**src/rtl/wordle_score_ctrl_if.sv**
```systemverilog
// Request/colour-write bundle between the game FSM (master) and the scorer (slave).
interface wordle_score_ctrl_if;
    logic        start;
    logic [2:0]  row;
    logic [39:0] guess;
    logic [39:0] target;
    logic        busy;
    logic        wr_en;
    logic [2:0]  wr_row;
    logic [2:0]  wr_col;
    logic [2:0]  wr_color;
    logic        done;
    logic        win;
    logic        invalid;

    modport master (
        output start, row, guess, target,
        input  busy, wr_en, wr_row, wr_col, wr_color, done, win, invalid
    );

    modport slave (
        input  start, row, guess, target,
        output busy, wr_en, wr_row, wr_col, wr_color, done, win, invalid
    );
endinterface

```
**src/rtl/wordle_score_ctrl.sv**
```systemverilog
// Two-pass letter-count scorer for one Wordle guess; writes five tile colours to the display array.
// Optional macro WORDLE_INVALID_GUESS_EN: a non-letter guess character aborts scoring and flags invalid.
module wordle_score_ctrl #(
    parameter int       NUM_ROWS     = 6,
    parameter logic [2:0] COLOR_GREEN  = 3'b010,
    parameter logic [2:0] COLOR_YELLOW = 3'b110,
    parameter logic [2:0] COLOR_WHITE  = 3'b111
) (
    input  logic                 Clk,
    input  logic                 reset_n,
    wordle_score_ctrl_if.slave   bus
);

    typedef enum logic [2:0] {
        ST_IDLE   = 3'd0,
        ST_GREEN  = 3'd1,
        ST_YELLOW = 3'd2,
        ST_WRITE  = 3'd3,
        ST_DONE   = 3'd4
    } state_t;

    localparam logic [3:0] ROW_LIMIT = 4'(NUM_ROWS);

    state_t      state_r, state_nxt_s;
    logic [2:0]  i_r, i_nxt_s;
    logic [39:0] guess_r, guess_nxt_s;
    logic [39:0] target_r, target_nxt_s;
    logic [2:0]  row_r, row_nxt_s;
    logic [2:0]  cnt_r [26];
    logic [2:0]  cnt_nxt_s [26];
    logic [2:0]  tile_r [5];
    logic [2:0]  tile_nxt_s [5];
    logic        win_r, win_nxt_s;
    logic        busy_r, wr_en_r, done_r;
    logic [2:0]  wr_row_r, wr_col_r, wr_color_r;
    logic [7:0]  g_ch_s, t_ch_s;
    logic [4:0]  g_idx_s, t_idx_s;
    logic        all_green_s;
`ifdef WORDLE_INVALID_GUESS_EN
    logic        flag_r, flag_nxt_s;
    logic        invalid_r, invalid_nxt_s;
`endif

    function automatic logic [7:0] char_at(input logic [39:0] word, input logic [2:0] pos);
        logic [7:0] ch;
        case (pos)
            3'd0:    ch = word[39:32];
            3'd1:    ch = word[31:24];
            3'd2:    ch = word[23:16];
            3'd3:    ch = word[15:8];
            default: ch = word[7:0];
        endcase
        return ch;
    endfunction

    function automatic logic is_letter(input logic [7:0] ch);
        logic [7:0] folded;
        folded = ch | 8'h20;
        return (folded >= 8'h61) && (folded <= 8'h7a);
    endfunction

    function automatic logic [4:0] letter_idx(input logic [7:0] ch);
        return 5'((ch | 8'h20) - 8'h61);
    endfunction

    assign all_green_s = (tile_r[0] == COLOR_GREEN) && (tile_r[1] == COLOR_GREEN) &&
                         (tile_r[2] == COLOR_GREEN) && (tile_r[3] == COLOR_GREEN) &&
                         (tile_r[4] == COLOR_GREEN);

    // Next-state, scoring passes and capture logic
    always_comb begin
        state_nxt_s  = state_r;
        i_nxt_s      = i_r;
        guess_nxt_s  = guess_r;
        target_nxt_s = target_r;
        row_nxt_s    = row_r;
        win_nxt_s    = win_r;
        for (int k = 0; k < 26; k++) cnt_nxt_s[k] = cnt_r[k];
        for (int k = 0; k < 5; k++)  tile_nxt_s[k] = tile_r[k];
`ifdef WORDLE_INVALID_GUESS_EN
        flag_nxt_s    = flag_r;
        invalid_nxt_s = invalid_r;
`endif
        g_ch_s  = char_at(guess_r, i_r);
        t_ch_s  = char_at(target_r, i_r);
        g_idx_s = letter_idx(g_ch_s);
        t_idx_s = letter_idx(t_ch_s);

        case (state_r)
            ST_IDLE: begin
                if (bus.start && ({1'b0, bus.row} < ROW_LIMIT)) begin
                    guess_nxt_s  = bus.guess;
                    target_nxt_s = bus.target;
                    row_nxt_s    = bus.row;
                    win_nxt_s    = 1'b0;
                    for (int k = 0; k < 26; k++) cnt_nxt_s[k] = 3'd0;
                    for (int k = 0; k < 5; k++)  tile_nxt_s[k] = COLOR_WHITE;
`ifdef WORDLE_INVALID_GUESS_EN
                    flag_nxt_s    = 1'b0;
                    invalid_nxt_s = 1'b0;
`endif
                    state_nxt_s = ST_GREEN;
                    i_nxt_s     = 3'd0;
                end else begin
                    state_nxt_s = ST_IDLE;
                end
            end
            ST_GREEN: begin
                // Unmatched target letters feed the counters that YELLOW later spends
                if (is_letter(g_ch_s) && ((g_ch_s | 8'h20) == (t_ch_s | 8'h20))) begin
                    tile_nxt_s[i_r] = COLOR_GREEN;
                end else if (is_letter(t_ch_s)) begin
                    cnt_nxt_s[t_idx_s] = cnt_r[t_idx_s] + 3'd1;
                end else begin
                    tile_nxt_s[i_r] = tile_r[i_r];
                end
`ifdef WORDLE_INVALID_GUESS_EN
                if (!is_letter(g_ch_s)) begin
                    flag_nxt_s = 1'b1;
                end else begin
                    flag_nxt_s = flag_r;
                end
`endif
                if (i_r == 3'd4) begin
                    i_nxt_s = 3'd0;
`ifdef WORDLE_INVALID_GUESS_EN
                    if (flag_nxt_s) begin
                        state_nxt_s   = ST_DONE;
                        invalid_nxt_s = 1'b1;
                        win_nxt_s     = 1'b0;
                    end else begin
                        state_nxt_s = ST_YELLOW;
                    end
`else
                    state_nxt_s = ST_YELLOW;
`endif
                end else begin
                    i_nxt_s = i_r + 3'd1;
                end
            end
            ST_YELLOW: begin
                if ((tile_r[i_r] != COLOR_GREEN) && is_letter(g_ch_s) && (cnt_r[g_idx_s] != 3'd0)) begin
                    tile_nxt_s[i_r]    = COLOR_YELLOW;
                    cnt_nxt_s[g_idx_s] = cnt_r[g_idx_s] - 3'd1;
                end else begin
                    tile_nxt_s[i_r] = tile_r[i_r];
                end
                if (i_r == 3'd4) begin
                    state_nxt_s = ST_WRITE;
                    i_nxt_s     = 3'd0;
                end else begin
                    i_nxt_s = i_r + 3'd1;
                end
            end
            ST_WRITE: begin
                if (i_r == 3'd4) begin
                    state_nxt_s = ST_DONE;
                    i_nxt_s     = 3'd0;
                    win_nxt_s   = all_green_s;
                end else begin
                    i_nxt_s = i_r + 3'd1;
                end
            end
            ST_DONE: begin
                state_nxt_s = ST_IDLE;
                i_nxt_s     = 3'd0;
            end
            default: begin
                state_nxt_s = ST_IDLE;
                i_nxt_s     = 3'd0;
            end
        endcase
    end

    // State, working storage and registered outputs
    always_ff @(posedge Clk or negedge reset_n) begin
        if (!reset_n) begin
            state_r    <= ST_IDLE;
            i_r        <= 3'd0;
            guess_r    <= 40'd0;
            target_r   <= 40'd0;
            row_r      <= 3'd0;
            win_r      <= 1'b0;
            busy_r     <= 1'b0;
            wr_en_r    <= 1'b0;
            done_r     <= 1'b0;
            wr_row_r   <= 3'd0;
            wr_col_r   <= 3'd0;
            wr_color_r <= 3'd0;
            for (int k = 0; k < 26; k++) cnt_r[k] <= 3'd0;
            for (int k = 0; k < 5; k++)  tile_r[k] <= COLOR_WHITE;
`ifdef WORDLE_INVALID_GUESS_EN
            flag_r    <= 1'b0;
            invalid_r <= 1'b0;
`endif
        end else begin
            state_r  <= state_nxt_s;
            i_r      <= i_nxt_s;
            guess_r  <= guess_nxt_s;
            target_r <= target_nxt_s;
            row_r    <= row_nxt_s;
            win_r    <= win_nxt_s;
            busy_r   <= (state_nxt_s != ST_IDLE);
            done_r   <= (state_nxt_s == ST_DONE);
            for (int k = 0; k < 26; k++) cnt_r[k] <= cnt_nxt_s[k];
            for (int k = 0; k < 5; k++)  tile_r[k] <= tile_nxt_s[k];
`ifdef WORDLE_INVALID_GUESS_EN
            flag_r    <= flag_nxt_s;
            invalid_r <= invalid_nxt_s;
`endif
            // Write port is loaded one cycle ahead so it is a clean register output
            if (state_nxt_s == ST_WRITE) begin
                wr_en_r    <= 1'b1;
                wr_row_r   <= row_nxt_s;
                wr_col_r   <= i_nxt_s;
                wr_color_r <= tile_nxt_s[i_nxt_s];
            end else begin
                wr_en_r    <= 1'b0;
                wr_row_r   <= 3'd0;
                wr_col_r   <= 3'd0;
                wr_color_r <= 3'd0;
            end
        end
    end

    assign bus.busy     = busy_r;
    assign bus.wr_en    = wr_en_r;
    assign bus.wr_row   = wr_row_r;
    assign bus.wr_col   = wr_col_r;
    assign bus.wr_color = wr_color_r;
    assign bus.done     = done_r;
    assign bus.win      = win_r;
`ifdef WORDLE_INVALID_GUESS_EN
    assign bus.invalid  = invalid_r;
`else
    assign bus.invalid  = 1'b0;
`endif

endmodule

```
**src/flat_wrapper.sv**
```systemverilog
// flat-port wrapper written by rule: the top's interface ports become plain ports
module wordle_score_ctrl_flat 
#(
    parameter int       NUM_ROWS     = 6,
    parameter logic [2:0] COLOR_GREEN  = 3'b010,
    parameter logic [2:0] COLOR_YELLOW = 3'b110,
    parameter logic [2:0] COLOR_WHITE  = 3'b111
)
  (Clk, reset_n, bus_start, bus_row, bus_guess, bus_target, bus_busy, bus_wr_en, bus_wr_row, bus_wr_col, bus_wr_color, bus_done, bus_win, bus_invalid);
  wordle_score_ctrl_if bus_i ();
  input  logic Clk;
  input  logic reset_n;
  input wire logic [$bits(bus_i.start)-1:0] bus_start;
  input wire logic [$bits(bus_i.row)-1:0] bus_row;
  input wire logic [$bits(bus_i.guess)-1:0] bus_guess;
  input wire logic [$bits(bus_i.target)-1:0] bus_target;
  output wire logic [$bits(bus_i.busy)-1:0] bus_busy;
  output wire logic [$bits(bus_i.wr_en)-1:0] bus_wr_en;
  output wire logic [$bits(bus_i.wr_row)-1:0] bus_wr_row;
  output wire logic [$bits(bus_i.wr_col)-1:0] bus_wr_col;
  output wire logic [$bits(bus_i.wr_color)-1:0] bus_wr_color;
  output wire logic [$bits(bus_i.done)-1:0] bus_done;
  output wire logic [$bits(bus_i.win)-1:0] bus_win;
  output wire logic [$bits(bus_i.invalid)-1:0] bus_invalid;
  assign bus_i.start = bus_start;
  assign bus_i.row = bus_row;
  assign bus_i.guess = bus_guess;
  assign bus_i.target = bus_target;
  assign bus_busy = bus_i.busy;
  assign bus_wr_en = bus_i.wr_en;
  assign bus_wr_row = bus_i.wr_row;
  assign bus_wr_col = bus_i.wr_col;
  assign bus_wr_color = bus_i.wr_color;
  assign bus_done = bus_i.done;
  assign bus_win = bus_i.win;
  assign bus_invalid = bus_i.invalid;
  wordle_score_ctrl #(.NUM_ROWS(NUM_ROWS), .COLOR_GREEN(COLOR_GREEN), .COLOR_YELLOW(COLOR_YELLOW), .COLOR_WHITE(COLOR_WHITE)) u_core (.Clk(Clk), .reset_n(reset_n), .bus(bus_i));
endmodule
```
**config.mk**
```make
export PLATFORM = sky130hd
export DESIGN_NAME = wordle_score_ctrl_flat
export DESIGN_NICKNAME = d
export VERILOG_FILES = /design/src/rtl/wordle_score_ctrl_if.sv /design/src/rtl/wordle_score_ctrl.sv /design/src/flat_wrapper.sv
export SDC_FILE = /design/constraint.sdc
export NUM_CORES = 1
export LEC_CHECK = 0
export ABC_AREA = 1
export CAP_MARGIN = 20
export CORE_UTILIZATION = 60
export CTS_CLUSTER_DIAMETER = 200
export DETAILED_ROUTE_END_ITERATION = 7
export GPL_ROUTABILITY_DRIVEN = 0
export PLACE_DENSITY_LB_ADDON = 0.1
export SYNTH_ARGS = -nofsm -noshare
export SYNTH_HDL_FRONTEND = slang
export SYNTH_SLANG_ARGS = --single-unit
```
**constraint.sdc**
```tcl
create_clock -name Clk -period 15.7 [get_ports Clk]
set_input_delay 3.14 -clock Clk [delete_from_list [all_inputs] [get_ports Clk]]
set_output_delay 3.14 -clock Clk [all_outputs]
set_load 0.005 [all_outputs]
```
==> qor.csv <==
stage;metric;value;unit
outcome;status;complete, but fails checks;
outcome;failing checks;DRC;
clock_tree;CTS buffer count;17;
clock_tree;Clock Latency Late Sink;0.45;ns
logic_synthesis;register area share after synthesis;0.366;
worst_setup_path;Critical Path End Type;flip-flop;
sta;Tcrit/Tclk final;0.505;
sta;slew margin rel.;0.295;
min_path;Endpoint, Worst Hold;u_core.target_r[0]$_DFFE_PN0P_;
routing;Detailed Route Iter0 Violations;1618;
worst_setup_path;reg2reg path depth;27;
sta;Fmax;0.126;GHz
sta;RSZ-0062 raised after global routing;false;
routing;DRT Pass-1 Iters;8;
floorplanning;DIE AREA;0.0218;sq mm
global_routing;initial antenna violation count;0;
cells_and_area;Layout Nets;2051;
worst_setup_path;Critical-path top delay cell;ha_1;
clock_tree;Root Buffer;clkbuf_16;
clock_tree;Clk pin slew, worst setup/hold paths;0.08;ns
floorplanning;Core Region;0.0205;sq mm
clock_tree;Clock Sinks;185;
cells_and_area;n_diodes;0;
routing;routed via count;13568;
routing;wirelength, routed;39800;um
logic_synthesis;asr flop ratio synth;1.00;
worst_setup_path;Largest stage delay, worst path;0.88;ns
global_routing;gr usage total;0.380;
routing;DR WL met2;17700;um
logic_synthesis;biggest area consumer among synthesized cells;dfrtp_1;
sta;final number of hold-violating endpoints;0;
logic_synthesis;synthesized cell area;0.0127;sq mm
routing;met3 WL;4490;um
min_path;Hold WC Path Type;reg2reg;
worst_setup_path;Req. time, crit path;16.04;ns
routing;routed len/inst;17.8;um
sta;total negative slack;0;ns
clock_tree;Clock Path Buffers;2;
sta;Hold WS;0.475;ns
sta;Slew Viols, Final;0;
sta;Worst Skew;0.0165;ns
worst_setup_path;Worst R2R Setup Slack;7.78;ns
place;Final HPWL DP;25600;um
place;Port Buffers;88;
worst_setup_path;Critical Path Start Type;flip-flop;
logic_synthesis;top cells by area, synth;dfrtp_1 (34%), nand2_1 (17%), o21ai_0 (8.0%);
routing;highest routed layer;met4;
sta;minimum clock period;7.92;ns
clock_tree;# hold bufs at CTS;0;
sta;Worst Tran Pin Value;1.06;ns
routing;wl on met1;15400;um
routing;Post-DRT Antenna Nets;0;
worst_setup_path;reg2reg start;u_core.i_r[2]$_DFF_PN0_;
global_routing;global-route wire length before repair;65500;um
clock_tree;H-tree levels;4;
routing;Vias/cell;6.07;
worst_setup_path;Setup CP Type;reg2reg;
min_path;hold path depth;2;
cells_and_area;Layout area overhead;11.8;%
min_path;Worst Hold Launch;u_core.target_r[0]$_DFFE_PN0P_;
run;Max Cap Viol;0;
logic_synthesis;most common flop cell mapped by yosys;dfrtp_1;
floorplanning;I/O pins;100;
floorplanning;# rows;52;
clock_tree;CTS tree;yes;
logic_synthesis;Yosys warnings;0;
logic_synthesis;Distinct cells, synth;57;
routing;DRC violations left;2;
logic_synthesis;Yosys reg bits;185;
logic_synthesis;Synthesized Nets;2024;
worst_setup_path;Worst Path Max Fanout;84;
floorplanning;initial core utilization;0.620;
global_routing;pin count of the biggest net entering global routing;90;
logic_synthesis;syn_area_per_cell;6.60;sq um
worst_setup_path;FF-to-FF End;u_core.cnt_r[32]$_DFFE_PN0P_;
floorplanning;Die Height;147;um
worst_setup_path;Arr. time, crit path;8.26;ns
worst_setup_path;most used cell, CP;buf_4;
cells_and_area;layout cells sized above 1;0.0647;
floorplanning;Die Width;147;um
global_routing;grt total ovfl;0;
clock_tree;Post-CTS Repair Setup Buffers;0;
global_routing;vias in the first global route;12972;
logic_synthesis;post-synthesis instance total;1924;
logic_synthesis;Post-synth EDFFs;0;
logic_synthesis;Yosys top cell area share;0.335;
sta;Finish-stage setup viols;0;
clock_tree;post-cts sizing count;0;
cell type report:
cell class | instances | area [sq um]
flip-flops and latches | 185 | 4650
multi-input cells | 1439 | 6780
clock inverters | 15 | 220
repair buffers | 107 | 1030
fillers | 1772 | 6290
clock buffers | 17 | 425
inverters | 201 | 757
well taps | 270 | 338
through the flow:
| step | setup slack (ns) | instances | instance area [sq um] | utilization |
|---|---|---|---|---|
| floorplan | 10.41 | 1924 | 12700 | - |
| global placement | 8.14 | 2202 | 13600 | 0.661 |
| detailed placement | 8.12 | 2202 | 13600 | 0.661 |
| CTS | 8.09 | 2234 | 14200 | 0.693 |
| global route | 7.55 | 2234 | 14200 | 0.693 |
| finish | 7.78 | 2234 | 14200 | 0.693 |
logic make-up (layout without fill, tap and decap cells):
logic type,count (synthesis),in the layout,share of synthesized area
adder cells (fa/ha/maj),14,14,0.0138
other,1,1,0.000295
AND/OR/NAND/NOR,913,913,0.294
flip-flops,185,185,0.366
AO/OA/AOI/OAI,502,502,0.216
XOR/XNOR,9,9,0.00739
buffers and inverters,300,340,0.102
layout by cell type (no fill, tap or decap), drive strengths merged, types with 12 or more instances in the layout:
master	instances
nand2	581
o21ai	298
inv	208
nor2	178
dfrtp	170
a21oi	126
nand3	121
clkdlybuf4s50	87
o22ai	29
buf	19
clkbuf	18
o211ai	15
dfstp	15
ha	14
nor3	12
state kept, by name, indices dropped and copies added, names as in the netlist:
| register | count |
|---|---|
| u_core.row_r | 3 |
| u_core.bus.win | 1 |
| u_core.i_r | 3 |
| u_core.bus.wr_en | 1 |
| u_core.cnt_r | 78 |
| u_core.target_r | 35 |
| u_core.tile_r | 15 |
| u_core.bus.wr_row | 3 |
| u_core.bus.wr_color | 3 |
| u_core.bus.done | 1 |
| u_core.state_r | 3 |
| u_core.bus.busy | 1 |
| u_core.guess_r | 35 |
| u_core.bus.wr_col | 3 |
cells in the mapped netlist (14+ instances only):
library cell	number
o211ai_1	15
a21oi_1	125
dfstp_2	15
o21ai_1	91
buf_2	18
nand2_1	568
o21ai_0	204
o22ai_1	23
nor2_1	171
ha_1	14
dfrtp_1	170
clkbuf_1	54
inv_1	186
nand3_1	119
how the worst max path moves through the flow:
stage,start,end,slack [ns],depth (start not counted)
global placement,u_core.i_r[2]$_DFF_PN0_,u_core.cnt_r[32]$_DFFE_PN0P_,8.14,27
global route,u_core.i_r[2]$_DFF_PN0_,u_core.cnt_r[32]$_DFFE_PN0P_,7.55,27
CTS,u_core.i_r[2]$_DFF_PN0_,u_core.cnt_r[31]$_DFFE_PN0P_,8.09,27
finish,u_core.i_r[2]$_DFF_PN0_,u_core.cnt_r[32]$_DFFE_PN0P_,7.78,27
floorplan,u_core.i_r[2]$_DFF_PN0_,u_core.cnt_r[3]$_DFFE_PN0P_,10.41,35
detailed placement,u_core.i_r[2]$_DFF_PN0_,u_core.cnt_r[31]$_DFFE_PN0P_,8.12,27
per-layer routing:
metal	track usage	vias up
met5	0	-
met4	0.206	0
met3	0.0898	184
met2	0.598	890
met1	0.484	6160
li1	-	6334
worst max-delay path: cells and delay by family (launching register included):
family	cells	cell delay (ns)
AO/OA/AOI/OAI	6	1.14
adder cells (fa/ha/maj)	3	1.60
buffers and inverters	8	2.98
flip-flops	1	0.59
AND/OR/NAND/NOR	10	1.38
Power is left out: the tool's default activity adds up to more than one toggle a clock period on the data nets, which glitch-free logic cannot reach.
